==> config.mk <==
export PLATFORM = sky130hd
export DESIGN_NAME = branch_predict_unit
export DESIGN_NICKNAME = d
export VERILOG_FILES = /design/src/rtl/branch_predict_unit.sv
export SDC_FILE = /design/constraint.sdc
export NUM_CORES = 2
export LEC_CHECK = 0
export ABC_AREA = 1
export CAP_MARGIN = 20
export CORE_MARGIN = 2
export CORE_UTILIZATION = 55
export DETAILED_ROUTE_END_ITERATION = 7
export PLACE_DENSITY = 0.69
export SYNTH_ARGS = -nofsm -noshare
export SYNTH_HDL_FRONTEND = slang
export SYNTH_SLANG_ARGS = --single-unit
==> constraint.sdc <==
create_clock -name clk -period 3.1 [get_ports clk]
set_input_delay 0.465 -clock clk [delete_from_list [all_inputs] [get_ports clk]]
set_output_delay 0.465 -clock clk [all_outputs]
set_load 0.02 [all_outputs]
==> src/rtl/branch_predict_unit.sv <==
// ---------------------------------------------------------------------------
// branch_predict_unit
//
// Fetch-side branch predictor (direct-mapped BTB with per-entry saturating
// counters) paired with an execute-side resolver. The resolver evaluates the
// real taken/target outcome of the EX instruction, compares it with the
// prediction carried down the pipe, trains the tables and issues a
// registered one-cycle redirect to fetch on a mispredict.
//
// Parameters:
//   XLEN        datapath / PC width (PCs are word addresses)
//   BHT_ENTRIES table depth, power of 2, >= 2
//   CTR_BITS    saturating counter width, 2..4
//
// Ports:
//   clk, rst_n        clock (rising edge), asynchronous active-low reset
//   fetch_pc          PC being looked up by fetch
//   pred_taken        combinational prediction for fetch_pc
//   pred_target       predicted next PC (fetch_pc+1 when not taken)
//   ex_valid          EX instruction valid
//   ex_pc             PC of the EX instruction
//   branch/jal/jalr   control-flow decode of the EX instruction
//   funct3, zero      branch condition select and ALU zero flag
//   imm               signed byte offset (shifted to words internally)
//   arith             ALU result, used as the jalr target
//   ex_pred_taken     prediction that travelled with the EX instruction
//   ex_pred_target    predicted target that travelled with it
//   redirect_valid    registered one-cycle mispredict pulse
//   redirect_pc       correct next PC, held between redirects
//
// Optional feature, macro BPU_STATS_EN:
//   adds stat_branches / stat_mispredicts, 32-bit saturating event counters.
// ---------------------------------------------------------------------------
module branch_predict_unit #(
    parameter int XLEN        = 32,
    parameter int BHT_ENTRIES = 16,
    parameter int CTR_BITS    = 2
) (
    input  logic            clk,
    input  logic            rst_n,
    input  logic [XLEN-1:0] fetch_pc,
    output logic            pred_taken,
    output logic [XLEN-1:0] pred_target,
    input  logic            ex_valid,
    input  logic [XLEN-1:0] ex_pc,
    input  logic            branch,
    input  logic            jal,
    input  logic            jalr,
    input  logic [2:0]      funct3,
    input  logic            zero,
    input  logic [XLEN-1:0] imm,
    input  logic [XLEN-1:0] arith,
    input  logic            ex_pred_taken,
    input  logic [XLEN-1:0] ex_pred_target,
    output logic            redirect_valid,
    output logic [XLEN-1:0] redirect_pc
`ifdef BPU_STATS_EN
    ,
    output logic [31:0]     stat_branches,
    output logic [31:0]     stat_mispredicts
`endif
);

    localparam int IDX  = $clog2(BHT_ENTRIES);
    localparam int TAGW = XLEN - IDX;

    // Reset value is weakly not-taken; a fresh allocation starts weakly taken.
    localparam logic [CTR_BITS-1:0] CTR_RST = {1'b0, {(CTR_BITS-1){1'b1}}};
    localparam logic [CTR_BITS-1:0] CTR_WT  = {1'b1, {(CTR_BITS-1){1'b0}}};
    localparam logic [CTR_BITS-1:0] CTR_MAX = {CTR_BITS{1'b1}};
    localparam logic [CTR_BITS-1:0] CTR_MIN = {CTR_BITS{1'b0}};
    localparam logic [CTR_BITS-1:0] CTR_ONE = {{(CTR_BITS-1){1'b0}}, 1'b1};
    localparam logic [XLEN-1:0]     PC_ONE  = {{(XLEN-1){1'b0}}, 1'b1};

    // ------------------------------------------------------------------
    // Table storage
    // ------------------------------------------------------------------
    logic [BHT_ENTRIES-1:0] valid_q;
    logic [BHT_ENTRIES-1:0] is_jump_q;
    logic [CTR_BITS-1:0]    ctr_q    [BHT_ENTRIES];
    logic [TAGW-1:0]        tag_q    [BHT_ENTRIES];
    logic [XLEN-1:0]        target_q [BHT_ENTRIES];

    // ------------------------------------------------------------------
    // Fetch-side lookup (reads current contents, so a same-cycle update
    // to the same index is only visible from the next cycle)
    // ------------------------------------------------------------------
    logic [IDX-1:0] f_idx;
    logic           f_hit;

    assign f_idx = fetch_pc[IDX-1:0];
    assign f_hit = valid_q[f_idx] && (tag_q[f_idx] == fetch_pc[XLEN-1:IDX]);

    assign pred_taken  = f_hit && (is_jump_q[f_idx] || ctr_q[f_idx][CTR_BITS-1]);
    assign pred_target = pred_taken ? target_q[f_idx] : fetch_pc + PC_ONE;

    // ------------------------------------------------------------------
    // Execute-side resolve
    // ------------------------------------------------------------------
    logic [IDX-1:0]      e_idx;
    logic                e_hit;
    logic                taken;
    logic [XLEN-1:0]     imm_words;
    logic [XLEN-1:0]     target;
    logic [XLEN-1:0]     correct_pc;
    logic                mispredict;
    logic                upd_hit;
    logic                alloc;
    logic                alias_clr;
    logic [CTR_BITS-1:0] ctr_nxt;

    assign e_idx = ex_pc[IDX-1:0];
    assign e_hit = valid_q[e_idx] && (tag_q[e_idx] == ex_pc[XLEN-1:IDX]);

    // Byte offset converted to a word offset, keeping its sign.
    assign imm_words = $unsigned($signed(imm) >>> 2);

    assign taken      = branch && (jal || jalr || ((|funct3) ^ zero));
    assign target     = jalr ? arith : imm_words + ex_pc;
    assign correct_pc = taken ? target : ex_pc + PC_ONE;
    assign mispredict = ex_valid &&
                        ((taken != ex_pred_taken) || (taken && (target != ex_pred_target)));

    assign upd_hit   = ex_valid &&  branch &&  e_hit;
    assign alloc     = ex_valid &&  branch && !e_hit && taken;
    // A non-control-flow instruction that hits was aliased into the table.
    assign alias_clr = ex_valid && !branch &&  e_hit;

    // NOTE: every always_comb output gets a default before any branch so
    // no path leaves it unassigned, which would infer a latch.
    always_comb begin
        ctr_nxt = ctr_q[e_idx];
        if (taken) begin
            if (ctr_q[e_idx] != CTR_MAX) ctr_nxt = ctr_q[e_idx] + CTR_ONE;
        end else begin
            if (ctr_q[e_idx] != CTR_MIN) ctr_nxt = ctr_q[e_idx] - CTR_ONE;
        end
    end

    // ------------------------------------------------------------------
    // Control state: valid bits, counters, redirect
    // ------------------------------------------------------------------
    // NOTE: sequential state is assigned with <= so every flop samples the
    // pre-edge values, independent of statement order within the block.
    always_ff @(posedge clk or negedge rst_n) begin
        if (!rst_n) begin
            valid_q        <= '0;
            for (int i = 0; i < BHT_ENTRIES; i++) ctr_q[i] <= CTR_RST;
            redirect_valid <= 1'b0;
            redirect_pc    <= '0;
        end else begin
            redirect_valid <= mispredict;
            if (mispredict) redirect_pc <= correct_pc;

            if (upd_hit) begin
                ctr_q[e_idx] <= ctr_nxt;
            end else if (alloc) begin
                valid_q[e_idx] <= 1'b1;
                ctr_q[e_idx]   <= CTR_WT;
            end else if (alias_clr) begin
                valid_q[e_idx] <= 1'b0;
            end
        end
    end

    // ------------------------------------------------------------------
    // Payload: tag, target, is_jump
    // ------------------------------------------------------------------
    // NOTE: payload fields are qualified by valid_q, so they carry no reset;
    // this keeps them plain RAM-style storage.
    always_ff @(posedge clk) begin
        if (alloc) begin
            tag_q[e_idx]     <= ex_pc[XLEN-1:IDX];
            target_q[e_idx]  <= target;
            is_jump_q[e_idx] <= jal || jalr;
        end else if (upd_hit && taken) begin
            target_q[e_idx]  <= target;
        end
    end

`ifdef BPU_STATS_EN
    // ------------------------------------------------------------------
    // Saturating event counters
    // ------------------------------------------------------------------
    always_ff @(posedge clk or negedge rst_n) begin
        if (!rst_n) begin
            stat_branches    <= '0;
            stat_mispredicts <= '0;
        end else begin
            if (ex_valid && branch && !(&stat_branches))
                stat_branches <= stat_branches + 32'd1;
            if (mispredict && !(&stat_mispredicts))
                stat_mispredicts <= stat_mispredicts + 32'd1;
        end
    end
`endif

endmodule

After elaboration in Yosys (flattened, before gate mapping)

Memory sizes are Yosys's and may differ from the RTL's.
Cells that the tools add are included.

RAM bits: 960
Input bits: 171
Output and inout port bits: 66
Word-level logic and storage cells: 109
Bits in read-only memories: 0
Memories kept: 2
Latch bits: 0
Register bits: 97

Equal/unequal tests: 5
Reduce and logical (&&, ||, !) cells: 26
Multiplexer cells: 34
Shift operators: 0
Multiply operators: 0
$lt $le $gt $ge: 6
Add/sub/neg operators: 5
Divide/modulo/power cells: 0
Bitwise operators: 11

Memory list:

| memory   | depth | bits a word | rd ports | clocked after memory_dff | wr ports | RTL line | RTL |
|---|---|---|---|---|---|---|---|
| target_q | 16    | 32          | 1        | 0                        | 1        | 82       | `logic [XLEN-1:0] target_q [BHT_ENTRIES];` |
| tag_q    | 16    | 28          | 2        | 0                        | 1        | 81       | `logic [TAGW-1:0] tag_q [BHT_ENTRIES];` |

Operators with widths:

| kind                                                               | number |
|---|---|
| 2-to-1 mux 32 bit                                                  | 6 |
| adder 32 x 1 -> 32 bit (second input constant)                     | 2 |
| == test 28 bit                                                     | 2 |
| adder 32 bit                                                       | 1 |
| bitwise AND 16 bit                                                 | 2 |
| bitwise mux 32 bit                                                 | 1 |
| 2-to-1 mux 16 bit                                                  | 2 |
| inequality test 32 bit                                             | 1 |
| inverter 16 bit                                                    | 2 |
| OR 16 bit                                                          | 2 |
| binary-select mux 2 bit (select 4 bit)                             | 2 |
| bitwise mux 16 bit                                                 | 1 |
| 2-to-1 mux 2 bit                                                   | 8 |
| logical AND 1 bit                                                  | 15 |
| binary-select mux 1 bit (select 4 bit)                             | 3 |
| greater-or-equal comparator 5 bit (second input constant)          | 2 |
| < comparator 4 x 5 -> 1 bit (second input constant)                | 2 |
| inverter 4 -> 5 bit                                                | 2 |
| 2-to-1 mux 1 bit                                                   | 9 |
| demux 2 bit (select 4 bit)                                         | 1 |
| nonzero test 2 bit                                                 | 3 |
| < comparator 5 x 1 -> 1 bit (second input constant)                | 1 |
| demux 1 bit (select 4 bit)                                         | 1 |
| greater-or-equal comparator 4 x 1 -> 1 bit (second input constant) | 1 |
| other kinds (11)                                                   | 15 |

Logic depth before layout (Yosys ltp)

Word-level depth: 9
Gate-level depth with buffers: 24
Gate-level depth less buffers: 22

Worst setup path after synthesis

Ideal clock, no wire load.

Kind: input to register
Start point: input ex_pc[0]
End point: register is_jump_q[0], enable pin
Buffers on the path: 4
Arrival: 3.973 ns
Stages on the path: 12
Library setup time: 0.384 ns
Slack: -1.256 ns
Data required time: 2.716 ns
Cells stage by stage: buf_6 inv_2 buf_2 buf_2 buf_2 ha_1 inv_1 nor2_1 inv_1 nor2_1 nand2_1 inv_1

Cells in the longest elaborated chain, start to end: 6
Elaborated cells on any way between the ends: 8
Those cells by class: eq/ne: 1; mux: 2; reduce/logical: 4; memory: 1

Ends and longest elaborated chain:

| item                                                                                | RTL line | RTL |
|---|---|---|
| start, declared                                                                     | 45       | `input logic [XLEN-1:0] ex_pc,` |
| memory read (16 x 28 bit) or binary-select mux 1 bit (select 4 bit) (tied branches) | --       |  |
| == test 28 bit or 2-to-1 mux 1 bit (tied branches)                                  | 113      | `assign e_hit = valid_q[e_idx] && (tag_q[e_idx] == ex_pc[XLEN-1:IDX]);` |
| logical AND 1 bit *                                                                 | 113      |  |
| logical NOT 1 bit *                                                                 | 125      | `assign alloc = ex_valid && branch && !e_hit && taken;` |
| logical AND 1 bit * (2 in a row)                                                    | 125      |  |
| end signal, assigned by index                                                       | 175      | `is_jump_q[e_idx] <= jal \|\| jalr;` |
| end, declared                                                                       | 79       | `logic [BHT_ENTRIES-1:0] is_jump_q;` |

Mark *: on every way between the ends. The rest lies on a longest branch, timed or not. The select of a mux whose other input is x is not followed.
A chain may end at the register's enable or synchronous reset.

==> summary by stage <==
Timing
The number of slew-limit violations in the final report is 0. After layout, the worst setup slack is -0.6272 ns. The sum of negative setup slack is -17.47 ns. Measured against its own limit, the worst slew margin works out to 50.64%. The clock period minus final worst setup slack is 3.727 ns. The number of setup violations in the final report is 58. After layout, the worst path uses 120.2% of the clock period. The final number of hold-violating endpoints is 0. On the final layout, the worst hold slack is 0.3314 ns. At the pin with the least slew margin, the transition time is 0.7403 ns. Setup repair after global routing could not meet its margin everywhere. On the final layout, the worst clock skew is 0.04414 ns. Timing would allow up to 268.3 MHz.

Place
The area after detailed placement is 0.06503 mm2. The half-perimeter wire length after placement is 138100 um. In this run the tool buffered the top-level ports with 234 buffer cells.

Routability-driven placement finished with a final weighted congestion of 0.9721.

Clocking
The CTS sink count is 1057. The root buffer cell chosen for the clock tree is sky130_fd_sc_hd__clkbuf_16. The number of clock buffers added by TritonCTS is 108.

The clock tree from TritonCTS is built. The clock insertion delay at the later pin of the skew report is 0.73 ns. The clock tree buffer depth is 3.

The H-tree was split into 3 levels. The CTS clock-pin slew for the worst setup and hold paths is 0.07 ns.

Route
The total iterations of the first detailed-routing run is 8. After detailed routing, the number of vias per cell comes to 5.999. In this run, the number of DRC markers left after iteration 0 of detailed routing was 6898. The DRC violation count after routing is 1. The final route contains 49900 vias. The final layout contains routed wiring with a total length of 204600 um. The final antenna-violating net count is 0. In the final routed layout, each cell accounts on average for 24.59 um.

Synth
Of the post-synthesis cell area, the dominant cell type holds 53.70%. The distinct cell type count of the synthesized netlist is 49. The register area share after synthesis is 57.45%. The synthesized design contains 976 enable-type register cells. When the netlist entered floorplanning its net count stood at 6248. The dominant synthesized flop cell is sky130_fd_sc_hd__edfxtp_1.

The top cell type by total area after synthesis is sky130_fd_sc_hd__edfxtp_1. The synthesized area per cell is 9.036 um2. The fraction of registers with async set/reset is 7.663%. The summed instance area of the synthesized netlist is 0.05458 mm2. Counting every instance in the synthesized netlist gives 6040.

The number of warning messages in the yosys log is 0. In this run, synthesis produced a sequential element count of 1057. In the post-synthesis netlist, the biggest area contributors are sky130_fd_sc_hd__edfxtp_1 (54%), sky130_fd_sc_hd__nand2_1 (9.9%), sky130_fd_sc_hd__o21ai_0 (6.5%), sky130_fd_sc_hd__nor2_1 (4.9%), sky130_fd_sc_hd__inv_1 (3.6%).

Pwr
The clock network fraction of total power is 36.1%. The net switching power is 0.009843 W. In this run switching power makes up 27.50% of total power. Sequential cells burn 45.5% of the power. The power per cell area is 507.8 mW/mm2. Summed over all cells, the static leakage comes to 28.75 nW. The combinational group share of total power is 18.4%.

The internal power consumption is 0.02596 W. IR analysis of the VDD net gives a maximum drop of 511.6 uV.

Final layout
The total number of nets in the final design is 7143. Compared with the post-synthesis result, the final layout area differs by 29.19%. Once layout is complete, the utilization of the core stands at 71.64%. The share of post-route cells with drive strength above 1 is 20.61%. Summing all non-filler instances in the final layout gives an area of 0.07051 mm2.

Counting the fill cells in the layout gives 7352.

Global routing
The first-pass GRT wire length is 292800 um. The initial antenna violation count is 11. The total congestion overflow is 0. Entering global routing, the biggest net connects 93 pins. The total global-route track usage is 38.90%.

The via count of the first global-routing pass was 47040.

Floorplanning
The floorplan step set the die height to 319.0 um. The die covers 0.1018 mm2. The width of the die is 319.0 um. The initial utilization of the core area, before any placement, comes to 55.45%. After floorplanning, the core was divided into 115 placement rows. The total I/O pin count is 237. The core box area is 0.09842 mm2.

Setup path
In this run the worst path has a maximum fanout of 8. On the worst path, the slowest cell contributes a delay of 0.39 ns. The slowest stage of the critical path is the sky130_fd_sc_hd__edfxtp_1 cell. The critical path arrival is 3.26 ns. The endpoint required time on the critical path is 2.63 ns. Traced cell by cell, the critical path runs through o211ai_1 -> nand3_1 -> o211ai_1 -> nand3_2 -> xor2_2 -> nor2_1 -> nand3_1 -> nor2_1 -> nand2_2 -> buf_12 -> buf_12 -> buf_6 -> o21ai_2 -> buf_6.

The worst setup path is captured at a primary output. STA classifies the critical path startpoint as a flip-flop. The start-to-end type of the worst setup path is reg2out. Counting cells, the worst reg-to-reg path comes to 19.

Status
The flow ran to the end, but the final reports show violations. The final reports fail on design-rule violations, negative setup slack.

Job
The count of maximum capacitance violations is 0.

Worst hold path
The worst min-delay path category is in2async.
-- sequential cells by signal, indices dropped and copies added (netlist names), named ones only --
signal,cells
is_jump_q,16
ctr_q,32
redirect_pc,32
target_q,512
redirect_valid,1
tag_q,448
-- metal layers --
layer  wire (um)  track usage [%]  part of all wire [%]
met5          34                0                 0.017
met4       14250            23.63                   7.0
met3       24310            8.109                    12
met2       91860            61.10                    45
met1       74130            49.80                    36
-- power groups by stage --
stage	Clock [W]	Sequential, W	Combinational [W]
2_1_floorplan	0	0.0166	0.00278
3_3_place_gp	0	0.0165	0.00609
3_5_place_dp	0	0.0166	0.00616
4_1_cts	0.0130	0.0163	0.00624
5_1_grt	0.0135	0.0163	0.00705
6_report	0.0129	0.0163	0.00660
-- per-stage QoR --
stage,power (W),std cells,worst slack (ns)
final,0.03580,8318,-0.6272
after detailed placement,0.02272,8062,-1.340
after floorplan,0.01938,6040,-0.1299
after global placement,0.02264,8062,-1.336
after CTS,0.03546,8274,-0.6048
after global routing,0.03688,8317,-0.7082
-- critical path, delay by kind of cell, from the launching register on --
| family | cells | cell delay (ns) |
|---|---|---|
| compound gates | 3 | 0.51 |
| xor+xnor | 1 | 0.18 |
| buf+inv | 4 | 0.59 |
| flops | 1 | 0.39 |
| simple gates | 6 | 0.87 |
-- repair_timing --
item / CTS / global route
gates resized for setup: 316 / 288
gates cloned: 3 / 12
setup endpoints to repair: 130 / 571
hold buffers: 1 / 0
buffers inserted: 17 / 30
endpoints found under the hold margin: 65 / 0
pin swaps: 37 / 70
-- cells in the mapped netlist, types with 5 or more instances --
| cell | number |
|---|---|
| sky130_fd_sc_hd__a32o_1 | 15 |
| sky130_fd_sc_hd__nor4_1 | 5 |
| sky130_fd_sc_hd__nand4_1 | 63 |
| sky130_fd_sc_hd__a31oi_1 | 14 |
| sky130_fd_sc_hd__o21bai_1 | 10 |
| sky130_fd_sc_hd__nor2_1 | 706 |
| sky130_fd_sc_hd__nand3b_1 | 19 |
| sky130_fd_sc_hd__dfrtp_1 | 65 |
| sky130_fd_sc_hd__o211a_1 | 5 |
| sky130_fd_sc_hd__or2_2 | 24 |
| sky130_fd_sc_hd__a221oi_1 | 6 |
| sky130_fd_sc_hd__xnor2_1 | 14 |
| sky130_fd_sc_hd__o22ai_1 | 87 |
| sky130_fd_sc_hd__edfxtp_1 | 976 |
| sky130_fd_sc_hd__xor2_1 | 67 |
| sky130_fd_sc_hd__clkbuf_1 | 182 |
| sky130_fd_sc_hd__nand3_1 | 319 |
| sky130_fd_sc_hd__inv_1 | 519 |
| sky130_fd_sc_hd__ha_1 | 36 |
| sky130_fd_sc_hd__o221ai_1 | 51 |
| sky130_fd_sc_hd__buf_1 | 10 |
| sky130_fd_sc_hd__nor3_1 | 28 |
| sky130_fd_sc_hd__and2_1 | 8 |
| sky130_fd_sc_hd__a21oi_1 | 254 |
| sky130_fd_sc_hd__dfstp_2 | 16 |
| sky130_fd_sc_hd__buf_2 | 124 |
| sky130_fd_sc_hd__o2111ai_1 | 5 |
| sky130_fd_sc_hd__o21ai_1 | 39 |
| sky130_fd_sc_hd__o211ai_1 | 160 |
| sky130_fd_sc_hd__nand2_1 | 1436 |
| sky130_fd_sc_hd__o21ai_0 | 711 |
| sky130_fd_sc_hd__buf_6 | 14 |
| sky130_fd_sc_hd__buf_4 | 24 |
-- cells in the final DEF (no fill, tap or decap), drive strengths merged, types with 5 or more instances in the layout --
cell,instances
nand3b,19
o2111ai,5
buf,932
clkdlybuf4s50,193
o22ai,87
a21oi,254
edfxtp,976
or2,26
nor2,711
a221oi,6
a32o,15
diode,6
o211ai,160
xnor2,14
o21ai,750
nand2,1439
and2,8
a31oi,14
dfstp,16
clkinvlp,18
xor2,67
clkbuf,136
bufinv,9
nand3,321
o21bai,10
clkinv,61
nor3,30
nor4,6
o211a,5
nand4,63
o221ai,51
inv,512
dfrtp,65
ha,36
-- layout make-up --
cell class              count  area, um2  area share [%]
clock buffers             127       2816           3.995
repair buffers           1137      11110           15.76
diodes                      6      15.01         0.02130
flip-flops and latches   1057      31360           44.47
multi-input cells        4104      20870           29.61
well taps                1287       1610           2.284
clock inverters            73      664.4          0.9423
inverters                 527       2058           2.919
-- final timing paths --
check                                 from  slack [ns]               to
max                           tag_q[6][11]       -0.63  pred_target[28]
max reg2reg                   tag_q[6][18]        0.07     tag_q[1][10]
min                                  rst_n        0.33   redirect_pc[6]
max in group asynchronous            rst_n        2.36         ctr_q[2]
min in group clk           redirect_pc[23]        0.47  redirect_pc[23]
min reg2reg                redirect_pc[23]        0.47  redirect_pc[23]
-- cells by family after synthesis --
| logic type | after synthesis | synth area share [%] |
|---|---|---|
| compound gates | 1360 | 14.11 |
| buf+inv | 881 | 6.701 |
| simple gates | 2624 | 19.58 |
| xor+xnor | 81 | 1.300 |
| flops | 1057 | 57.45 |
| fa+ha+maj | 37 | 0.8620 |
(Power assumes the default switching activity.)
